`src/rtl/fp_subtractor_seq.sv`:
```
// fp_subtractor_seq: multi-cycle IEEE-754 single-precision subtractor, result = a - b.
// Define FP_SUB_ROUND_EN for a round-to-nearest-even ROUND stage; default truncates.
module fp_subtractor_seq #(
    parameter int unsigned EXP_W = 8,
    parameter int unsigned MAN_W = 23
) (
    input  logic                   clk,
    input  logic                   rst,
    input  logic [EXP_W+MAN_W:0]   a,
    input  logic [EXP_W+MAN_W:0]   b,
    input  logic                   in_valid,
    output logic                   in_ready,
    output logic [EXP_W+MAN_W:0]   result,
    output logic                   out_valid,
    input  logic                   out_ready
);
    localparam int unsigned FP_W  = 1 + EXP_W + MAN_W;
    localparam int unsigned MAG_W = MAN_W + 5;      // carry, hidden, fraction, G/R/S
    localparam int unsigned HID   = MAN_W + 3;
    localparam logic [EXP_W-1:0] EXP_MAX  = '1;
    localparam logic [EXP_W-1:0] BIG_DIFF = EXP_W'(MAN_W + 3);

    typedef enum logic [2:0] {IDLE, ALIGN, OP, NORM, ROUND, DONE} state_t;

    state_t             state, state_d;
    logic               sa, sb, sr, sa_d, sb_d, sr_d;
    logic [EXP_W-1:0]   ea, eb, er, ea_d, eb_d, er_d;
    logic [MAG_W-1:0]   ma, mb, mr, ma_d, mb_d, mr_d;
    logic [FP_W-1:0]    result_d;
    logic               out_valid_d, in_ready_d;

    logic [EXP_W-1:0]   a_exp, b_exp;
    logic               a_small, big;
    logic [EXP_W-1:0]   sm_e, lg_e, diff, sh_e;
    logic [MAG_W-1:0]   sm_m, sh_m, op_sum;
    logic               op_sign;

    assign a_exp = a[MAN_W +: EXP_W];
    assign b_exp = b[MAN_W +: EXP_W];

    // One alignment step on the smaller-exponent operand, plus the OP-stage magnitude result.
    always_comb begin
        a_small = (ea < eb);
        sm_m    = a_small ? ma : mb;
        sm_e    = a_small ? ea : eb;
        lg_e    = a_small ? eb : ea;
        diff    = lg_e - sm_e;
        big     = (diff >= BIG_DIFF);
        sh_m    = big ? {{(MAG_W-1){1'b0}}, |sm_m}
                      : {1'b0, sm_m[MAG_W-1:2], |sm_m[1:0]};
        sh_e    = big ? lg_e : sm_e + 1'b1;
        if (sa == sb) begin
            op_sum  = ma + mb;
            op_sign = sa;
        end else if (ma >= mb) begin
            op_sum  = ma - mb;
            op_sign = sa;
        end else begin
            op_sum  = mb - ma;
            op_sign = sb;
        end
    end

`ifdef FP_SUB_ROUND_EN
    logic               rnd_up;
    logic [MAN_W+1:0]   rnd_sum;

    always_comb begin
        rnd_up  = mr[2] & (mr[1] | mr[0] | mr[3]);
        rnd_sum = {1'b0, mr[HID:3]} + (MAN_W+2)'(rnd_up);
    end
`endif

    always_comb begin
        state_d     = state;
        sa_d        = sa;
        sb_d        = sb;
        sr_d        = sr;
        ea_d        = ea;
        eb_d        = eb;
        er_d        = er;
        ma_d        = ma;
        mb_d        = mb;
        mr_d        = mr;
        result_d    = result;
        out_valid_d = out_valid;
        in_ready_d  = in_ready;
        case (state)
            IDLE: begin
                if (in_valid && in_ready) begin
                    sa_d       = a[FP_W-1];
                    sb_d       = ~b[FP_W-1];
                    ea_d       = a_exp;
                    eb_d       = b_exp;
                    ma_d       = (a_exp == '0) ? '0 : {2'b01, a[MAN_W-1:0], 3'b000};
                    mb_d       = (b_exp == '0) ? '0 : {2'b01, b[MAN_W-1:0], 3'b000};
                    in_ready_d = 1'b0;
                    if (a_exp == '0 && b_exp == '0) begin
                        result_d    = '0;
                        out_valid_d = 1'b1;
                        state_d     = DONE;
                    end else begin
                        state_d = ALIGN;
                    end
                end
            end
            ALIGN: begin
                if (ea == eb) begin
                    state_d = OP;
                end else begin
                    if (a_small) begin
                        ma_d = sh_m;
                        ea_d = sh_e;
                    end else begin
                        mb_d = sh_m;
                        eb_d = sh_e;
                    end
                    if (big || diff == EXP_W'(1)) state_d = OP;
                end
            end
            OP: begin
                mr_d = op_sum;
                sr_d = op_sign;
                er_d = ea;
                if (op_sum == '0) begin
                    result_d    = '0;
                    out_valid_d = 1'b1;
                    state_d     = DONE;
                end else begin
                    state_d = NORM;
                end
            end
            NORM: begin
                if (mr[MAG_W-1]) begin
                    if (er == EXP_MAX - 1'b1) begin
                        result_d    = {sr, EXP_MAX, {MAN_W{1'b0}}};
                        out_valid_d = 1'b1;
                        state_d     = DONE;
                    end else begin
                        mr_d = {1'b0, mr[MAG_W-1:2], |mr[1:0]};
                        er_d = er + 1'b1;
                    end
                end else if (!mr[HID]) begin
                    if (er == EXP_W'(1)) begin
                        result_d    = '0;
                        out_valid_d = 1'b1;
                        state_d     = DONE;
                    end else begin
                        mr_d = {mr[MAG_W-2:0], 1'b0};
                        er_d = er - 1'b1;
                    end
                end else begin
`ifdef FP_SUB_ROUND_EN
                    state_d = ROUND;
`else
                    result_d    = {sr, er, mr[MAN_W+2:3]};
                    out_valid_d = 1'b1;
                    state_d     = DONE;
`endif
                end
            end
`ifdef FP_SUB_ROUND_EN
            ROUND: begin
                // Rounding up 1.111..1 carries into a new integer bit: renormalise by one.
                if (rnd_sum[MAN_W+1]) begin
                    if (er == EXP_MAX - 1'b1) result_d = {sr, EXP_MAX, {MAN_W{1'b0}}};
                    else                      result_d = {sr, er + 1'b1, rnd_sum[MAN_W:1]};
                end else begin
                    result_d = {sr, er, rnd_sum[MAN_W-1:0]};
                end
                out_valid_d = 1'b1;
                state_d     = DONE;
            end
`endif
            DONE: begin
                if (out_ready) begin
                    out_valid_d = 1'b0;
                    in_ready_d  = 1'b1;
                    state_d     = IDLE;
                end
            end
            default: begin
                out_valid_d = 1'b0;
                in_ready_d  = 1'b1;
                state_d     = IDLE;
            end
        endcase
    end

    always_ff @(posedge clk or posedge rst) begin
        if (rst) begin
            state     <= IDLE;
            sa        <= 1'b0;
            sb        <= 1'b0;
            sr        <= 1'b0;
            ea        <= '0;
            eb        <= '0;
            er        <= '0;
            ma        <= '0;
            mb        <= '0;
            mr        <= '0;
            result    <= '0;
            out_valid <= 1'b0;
            in_ready  <= 1'b1;
        end else begin
            state     <= state_d;
            sa        <= sa_d;
            sb        <= sb_d;
            sr        <= sr_d;
            ea        <= ea_d;
            eb        <= eb_d;
            er        <= er_d;
            ma        <= ma_d;
            mb        <= mb_d;
            mr        <= mr_d;
            result    <= result_d;
            out_valid <= out_valid_d;
            in_ready  <= in_ready_d;
        end
    end
endmodule

```
`config.mk`:
```
export PLATFORM = sky130hd
export DESIGN_NAME = fp_subtractor_seq
export DESIGN_NICKNAME = d
export VERILOG_FILES = /design/src/rtl/fp_subtractor_seq.sv
export SDC_FILE = /design/constraint.sdc
export NUM_CORES = 1
export LEC_CHECK = 0
export ABC_AREA = 1
export BUFFER_PORTS_ARGS = -buffer_cell sky130_fd_sc_hd__buf_4
export CORE_MARGIN = 2
export CORE_UTILIZATION = 28
export DETAILED_ROUTE_END_ITERATION = 16
export GPL_TIMING_DRIVEN = 0
export MAX_ROUTING_LAYER = met4
export PLACE_DENSITY_LB_ADDON = 0.08
export SLEW_MARGIN = 20
export SYNTH_ARGS = -nofsm -noshare
export SYNTH_HDL_FRONTEND = slang
export SYNTH_SLANG_ARGS = --single-unit
```
`constraint.sdc`:
```
create_clock -name clk -period 7 [get_ports clk]
set_clock_uncertainty 0.2 [all_clocks]
set_input_delay 1.4 -clock clk [delete_from_list [all_inputs] [get_ports clk]]
set_output_delay 1.4 -clock clk [all_outputs]
set_load 0.01 [all_outputs]
```
==> results_dict.tcl, run 1 <==
set metrics [dict create \
    synth.yosys.seq_area_share_pct 24.74 \
    fin_area_um2 17010 \
    worstPathArrival_ns 4.54 \
    synth_seq_cells 146 \
    cap_violations 0 \
    cts_made_buffers 17 \
    max-slew-margin-rel_pct 36.25 \
    synth-edff-count 0 \
    ctsLongestPathBuffers 2 \
    synth-simple-area-share_pct 35.48 \
    yosys.area.top_type "dfrtp_1" \
    reg2regPathDepth 15 \
    grt_pass1_vias 14830 \
    worstPathRequired_ns 7.13 \
    viasPerCell 4.888 \
    rr_endpoint "mb[0]" \
    cts_resized 0 \
    synth_cells 2455 \
    synth_cell_type_count 53 \
    min_period_ns 4.408 \
    holdBufCountCts 0 \
    portBuffers 101 \
    worst_hold_path_type "flip-flop to flip-flop" \
    instances_no_fill 3277 \
    overflow 0 \
    rrSetupSlack_ns 2.59 \
    h-tree-depth 4 \
    synthMuxAreaShare_pct 0.1355 \
    drv_slew 0 \
    synthXorXnorAreaFrac_pct 2.193 \
    finalCritPeriodShare_pct 62.97 \
    cts_tree "yes" \
    cts-root-buf "clkbuf_16" \
    gp_congestion 0.9534 \
    crit_fanout 10 \
    finalSetupViolCount 0 \
    clock_sinks 146 \
    ys.flop_type "dfrtp_1" \
    drc 0 \
    routed-via-count 16020 \
    grt_pass1_wl_um 92220 \
    dr.pass1.iters 7 \
    placed_area_um2 16440 \
    ys_top_cells_by_area "dfrtp_1 25%, nand2_1 21%, inv_1 9.3%" \
    grt_usage_pct 23.49 \
    clk_pin_slew_worst_paths_ns 0.07 \
    final_nets 2742 \
    worst_pin_slew_ns 0.9462 \
    synth_top_family_by_area "simple AND/OR/NAND/NOR gates" \
    syn-cell-area_um2 14770 \
    worstSetupPathType "flip-flop to flip-flop" \
    synth_top_area_share_pct 24.56 \
    r2r_start "ea[5]" \
    avgSynthCellArea_um2 6.018 \
    synthArstFlopShare_pct 100.0 \
    fmax_mhz 226.9 \
    initial_core_util_pct 28.23 \
    synth_compound_area_share_pct 16.11 \
    drive_gt1_share_pct 8.691 \
    wl_um 61880 \
    hold_viol 0 \
    core_um2 52340 \
    area_growth_syn_to_layout_pct 15.14 \
    synthAdderAreaFrac_pct 8.452 \
    post-cts-setup-buffer-count 0 \
    antenna_left 0 \
    routedWlPerCell_um 18.88 \
    die_x_um 233.7 \
    hp-start "result[4]" \
    status "finished clean" \
    min_to "result[4]" \
    endpoint_kind "flip-flop" \
    rsz0062_at_grt "false" \
    dp_cells 3245 \
    num_io_pins 102 \
    grt_max_degree 83 \
    die_area_um2 54620 \
    fp-row-count 84 \
    hpwlAfterDp_um 51780 \
    startpoint_type "flip-flop" \
    antenna_found_initial 0 \
    drt_iter0_markers 1286 \
    ys.warnings.count 0 \
    antenna_cells 0 \
    hold_path_depth 2 \
    clock_latency_ns 0.48 \
    synth.net_count 2621 \
    die_h_um 233.7 \
]
[metal layers]
layer	vias to the layer above	part of all wire [%]	track usage, %
li1	8028	-	-
met1	7496	50	33.34
met2	429	43	34.70
met3	66	5.0	3.503
met4	0	2.1	5.953
met5	-	0	-
[worst max-delay path: stages, from the launching register on]
cell     delay [ns]
dfrtp_1        0.46
ha_1           0.46
nand2_1        0.10
nor2_1         0.15
nand2_1        0.17
nand2_2        0.21
buf_2          0.23
buf_2          0.27
buf_2          0.37
o21ai_0        0.23
nor4_1         0.49
nand3_1        0.28
nor2_1         0.27
nand2_1        0.11
nand4_1        0.12
o21ai_0        0.10
[final cells by class]
type / instances / area (um^2)
Multi-Input combinational cell: 1835 / 9221
Clock buffer: 21 / 480.5
Inverter: 382 / 1441
Tap cell: 688 / 860.8
Sequential cell: 146 / 3655
Clock inverter: 11 / 95.09
Timing Repair Buffer: 102 / 785.8
Buffer: 92 / 471.7
Fill cell: 5961 / 35330
[cell families (layout without fill, tap and decap cells)]
logic type               after synthesis  in the layout
AO/OA/AOI/OAI                        437            437
XOR/XNOR                              37             37
adder cells (fa/ha/maj)               98             98
buffers and inverters                474            608
flip-flops                           146            146
multiplexers                           2              2
AND/OR/NAND/NOR                     1261           1261
[stage by stage]
step / TNS (ns) / setup slack [ns] / utilization [%] / hold slack (ns)
6_report: 0 / 2.592 / 32.50 / 0.2695
3_3_place_gp: -121.99 / -0.8590 / 31.32 / 0.2555
3_5_place_dp: 0 / 2.206 / 31.40 / 0.2569
5_1_grt: 0 / 2.409 / 32.50 / 0.2943
2_1_floorplan: 0 / 1.479 / - / 0.2489
4_1_cts: 0 / 2.615 / 32.50 / 0.2761
[cells in the final DEF, fill, tap and decap left out, types with 9 or more instances in the layout]
| cell type | Yosys | layout |
|---|---|---|
| nand2_1 | 820 | 820 |
| inv_1 | 368 | 367 |
| a21oi_1 | 204 | 204 |
| nor2_1 | 182 | 182 |
| nand3_1 | 152 | 152 |
| dfrtp_1 | 145 | 145 |
| o21ai_0 | 139 | 139 |
| buf_4 | 9 | 110 |
| ha_1 | 95 | 95 |
| clkbuf_1 | 48 | 48 |
| nand4_1 | 45 | 45 |
| xor2_1 | 33 | 33 |
| o22ai_1 | 26 | 26 |
| buf_2 | 26 | 26 |
| a21boi_1 | 26 | 26 |
| clkbuf_16 | 0 | 17 |
| nor3_1 | 15 | 15 |
| inv_2 | 12 | 12 |
| nand2_2 | 9 | 9 |
| a22oi_1 | 9 | 9 |
[state kept, by name, indices dropped and copies added, names as in the netlist, 3 cells and up]
| register | cells |
|---|---|
| state | 3 |
| eb | 8 |
| mr | 28 |
| ea | 8 |
| ma | 27 |
| mb | 27 |
| er | 8 |
| result | 32 |
[synth_stat cells, drive strengths merged, types with 26 or more instances]
cell type and n:
nand3 155, a21oi 205, clkbuf 48, nand4 45, inv 380, ha 95
nor2 191, o22ai 26, buf 44, xor2 33, a21boi 27, o21ai 147
nand2 831, dfrtp 145
[worst max path at each step]
| stage | slack, ns | end | cells after the start | start |
|---|---|---|---|---|
| 4_1_cts | 2.62 | mb[0] | 15 | ea[5] |
| 5_1_grt | 2.41 | result[6] | 23 | ma[1] |
| 3_3_place_gp | -0.86 | mb[18] | 2 | rst |
| 2_1_floorplan | 1.48 | ea[0] | 1 | rst |
| 3_5_place_dp | 2.21 | mb[12] | 11 | in_valid |
| 6_report | 2.59 | mb[0] | 15 | ea[5] |
Power of run 1 is left out: the tool's default activity adds up to more than one toggle a clock period on the data nets, which glitch-free logic cannot reach.
==> run 2, diff against run 1 <==
==> constraint.sdc (replaced) <==
create_clock -name clk -period 4.4 [get_ports clk]
set_clock_uncertainty 0.2 [all_clocks]
set_input_delay 0.88 -clock clk [delete_from_list [all_inputs] [get_ports clk]]
set_output_delay 0.88 -clock clk [all_outputs]
set_load 0.01 [all_outputs]
==> results_dict.tcl, run 2 (synthesis gave the netlist of run 1 again) <==
set metrics [dict create \
    die_area_um2 54620 \
    hpwlAfterDp_um 52230 \
    drv_slew 0 \
    initial_core_util_pct 28.23 \
    nFillCells 5955 \
    routed-via-count 16040 \
    worstPathArrival_ns 4.31 \
    status "finished clean" \
    area_growth_syn_to_layout_pct 16.13 \
    setup_tns_ns 0 \
    finalCritPeriodShare_pct 94.93 \
    num_io_pins 102 \
    worstSetupPathType "flip-flop to flip-flop" \
    largestRegisters "result (32), mr (28)" \
    ctsLongestPathBuffers 2 \
    antenna_cells 0 \
    grt_usage_pct 23.64 \
    portBuffers 101 \
    worst_hold_path_type "input pin to async pin" \
    multi_input_area_um2 9310 \
    grt_max_degree 32 \
    post-place-ws_ns 0.03073 \
    drt_iter0_markers 1320 \
    viasPerCell 4.891 \
    gp_congestion 0.9349 \
    worstPathRequired_ns 4.54 \
    clock_sinks 146 \
    hold_viol 0 \
    final_nets 2746 \
    cts_made_buffers 17 \
    fmax_mhz 239.4 \
    min_period_ns 4.177 \
    worst_pin_slew_ns 0.9745 \
    routedWlPerCell_um 19.00 \
    largest_register_ffs 32 \
    grt_pass1_wl_um 92770 \
    max-slew-margin-rel_pct 35.03 \
    final_common_cell "nand2_1" \
    crit_fanout 10 \
    cap_violations 0 \
    drc 0 \
    die_x_um 233.7 \
    finalWorstSetupSlack_ns 0.2232 \
    antenna_left 0 \
    post-cts-setup-buffer-count 0 \
    clk_pin_slew_worst_paths_ns 0.07 \
    startpoint_type "flip-flop" \
    cts_tree "yes" \
    die_h_um 233.7 \
    register_area_um2 3656 \
    reg2regPathDepth 17 \
    grt_pass1_vias 15180 \
    wl_um 62330 \
    fp-row-count 84 \
    antenna_found_initial 0 \
    max_flop_register "result" \
    clock_latency_ns 0.49 \
    dr.pass1.iters 8 \
    finalSetupViolCount 0 \
    cts-root-buf "clkbuf_16" \
    overflow 0 \
    core_um2 52340 \
    endpoint_kind "flip-flop" \
    rsz0062_at_grt "false" \
    final_cell_mix "819 x nand2_1, 367 x inv_1, 194 x a21oi_1" \
    drive_gt1_share_pct 9.491 \
    h-tree-depth 4 \
]
[run 2: cell count changes in the layout (fill, tap and decap cells not counted), sizes merged]
cell | previous run | this run
clkinvlp | 3 | 4
buf | 146 | 148
clkbuf | 69 | 67
inv | 384 | 386
[run 2: repair_timing]
action                                 CTS  global route
cloned                                   0             0
resized for setup                        1            24
endpoints found under the hold margin    0             0
hold buffers                             0             0
setup endpoints to repair                1            37
[run 2: path summary, 6_finish.rpt]
kind | end | from | slack (ns)
worst max-delay path | mb[0] | ea[5] | 0.22
worst min-delay path | result[29] | rst | 0.26
worst max register to register | mb[0] | ea[5] | 0.22
worst min register to register | result[7] | result[7] | 0.27
max in group asynchronous | ma[24] | rst | 2.56
min in group clk | result[7] | result[7] | 0.27
[run 2: routing by layer]
metal | track usage [%] | vias up | share of wire, %
met2 | 35.66 | 414 | 44
met3 | 3.259 | 61 | 5.0
met1 | 33.08 | 7532 | 49
met4 | 6.032 | 0 | 2.1
li1 | - | 8035 | -
met5 | - | - | 0
[run 2: stage by stage]
step / cells / hold WS (ns) / area, um^2 / utilization [%]
after floorplan: 2455 / 0.2489 / 14780 / -
after global placement: 3244 / 0.2545 / 16400 / 31.33
after detailed placement: 3249 / 0.2597 / 16510 / 31.55
after CTS: 3280 / 0.2647 / 17060 / 32.60
after global routing: 3280 / 0.2920 / 17160 / 32.78
final: 3280 / 0.2643 / 17160 / 32.78
[run 2: worst max-delay path, stage by stage, from the launching register on]
cell and delay (ns):
dfrtp_1 0.47, ha_2 0.44, nand2_1 0.09, nor2_1 0.17, nand2_1 0.18, nand2_2 0.20, buf_2 0.23, buf_2 0.27
clkbuf_4 0.30, nand3_1 0.09, o31ai_1 0.14, nand3_1 0.21, nor4_1 0.35, nand3_1 0.12, nor2_1 0.21, nand2_1 0.11
nand4_1 0.13, o21ai_0 0.11
[run 2: final cells by class]
cell class | instances | share of cell area (%)
buffer | 92 | 2.786
multi-input combinational | 1835 | 54.26
inverter | 382 | 8.379
tap | 688 | 5.017
clock buffer | 17 | 2.479
timing repair buffer | 106 | 5.046
sequential | 146 | 21.31
clock inverter | 14 | 0.7219
Power of run 2 is left out for the same reason.
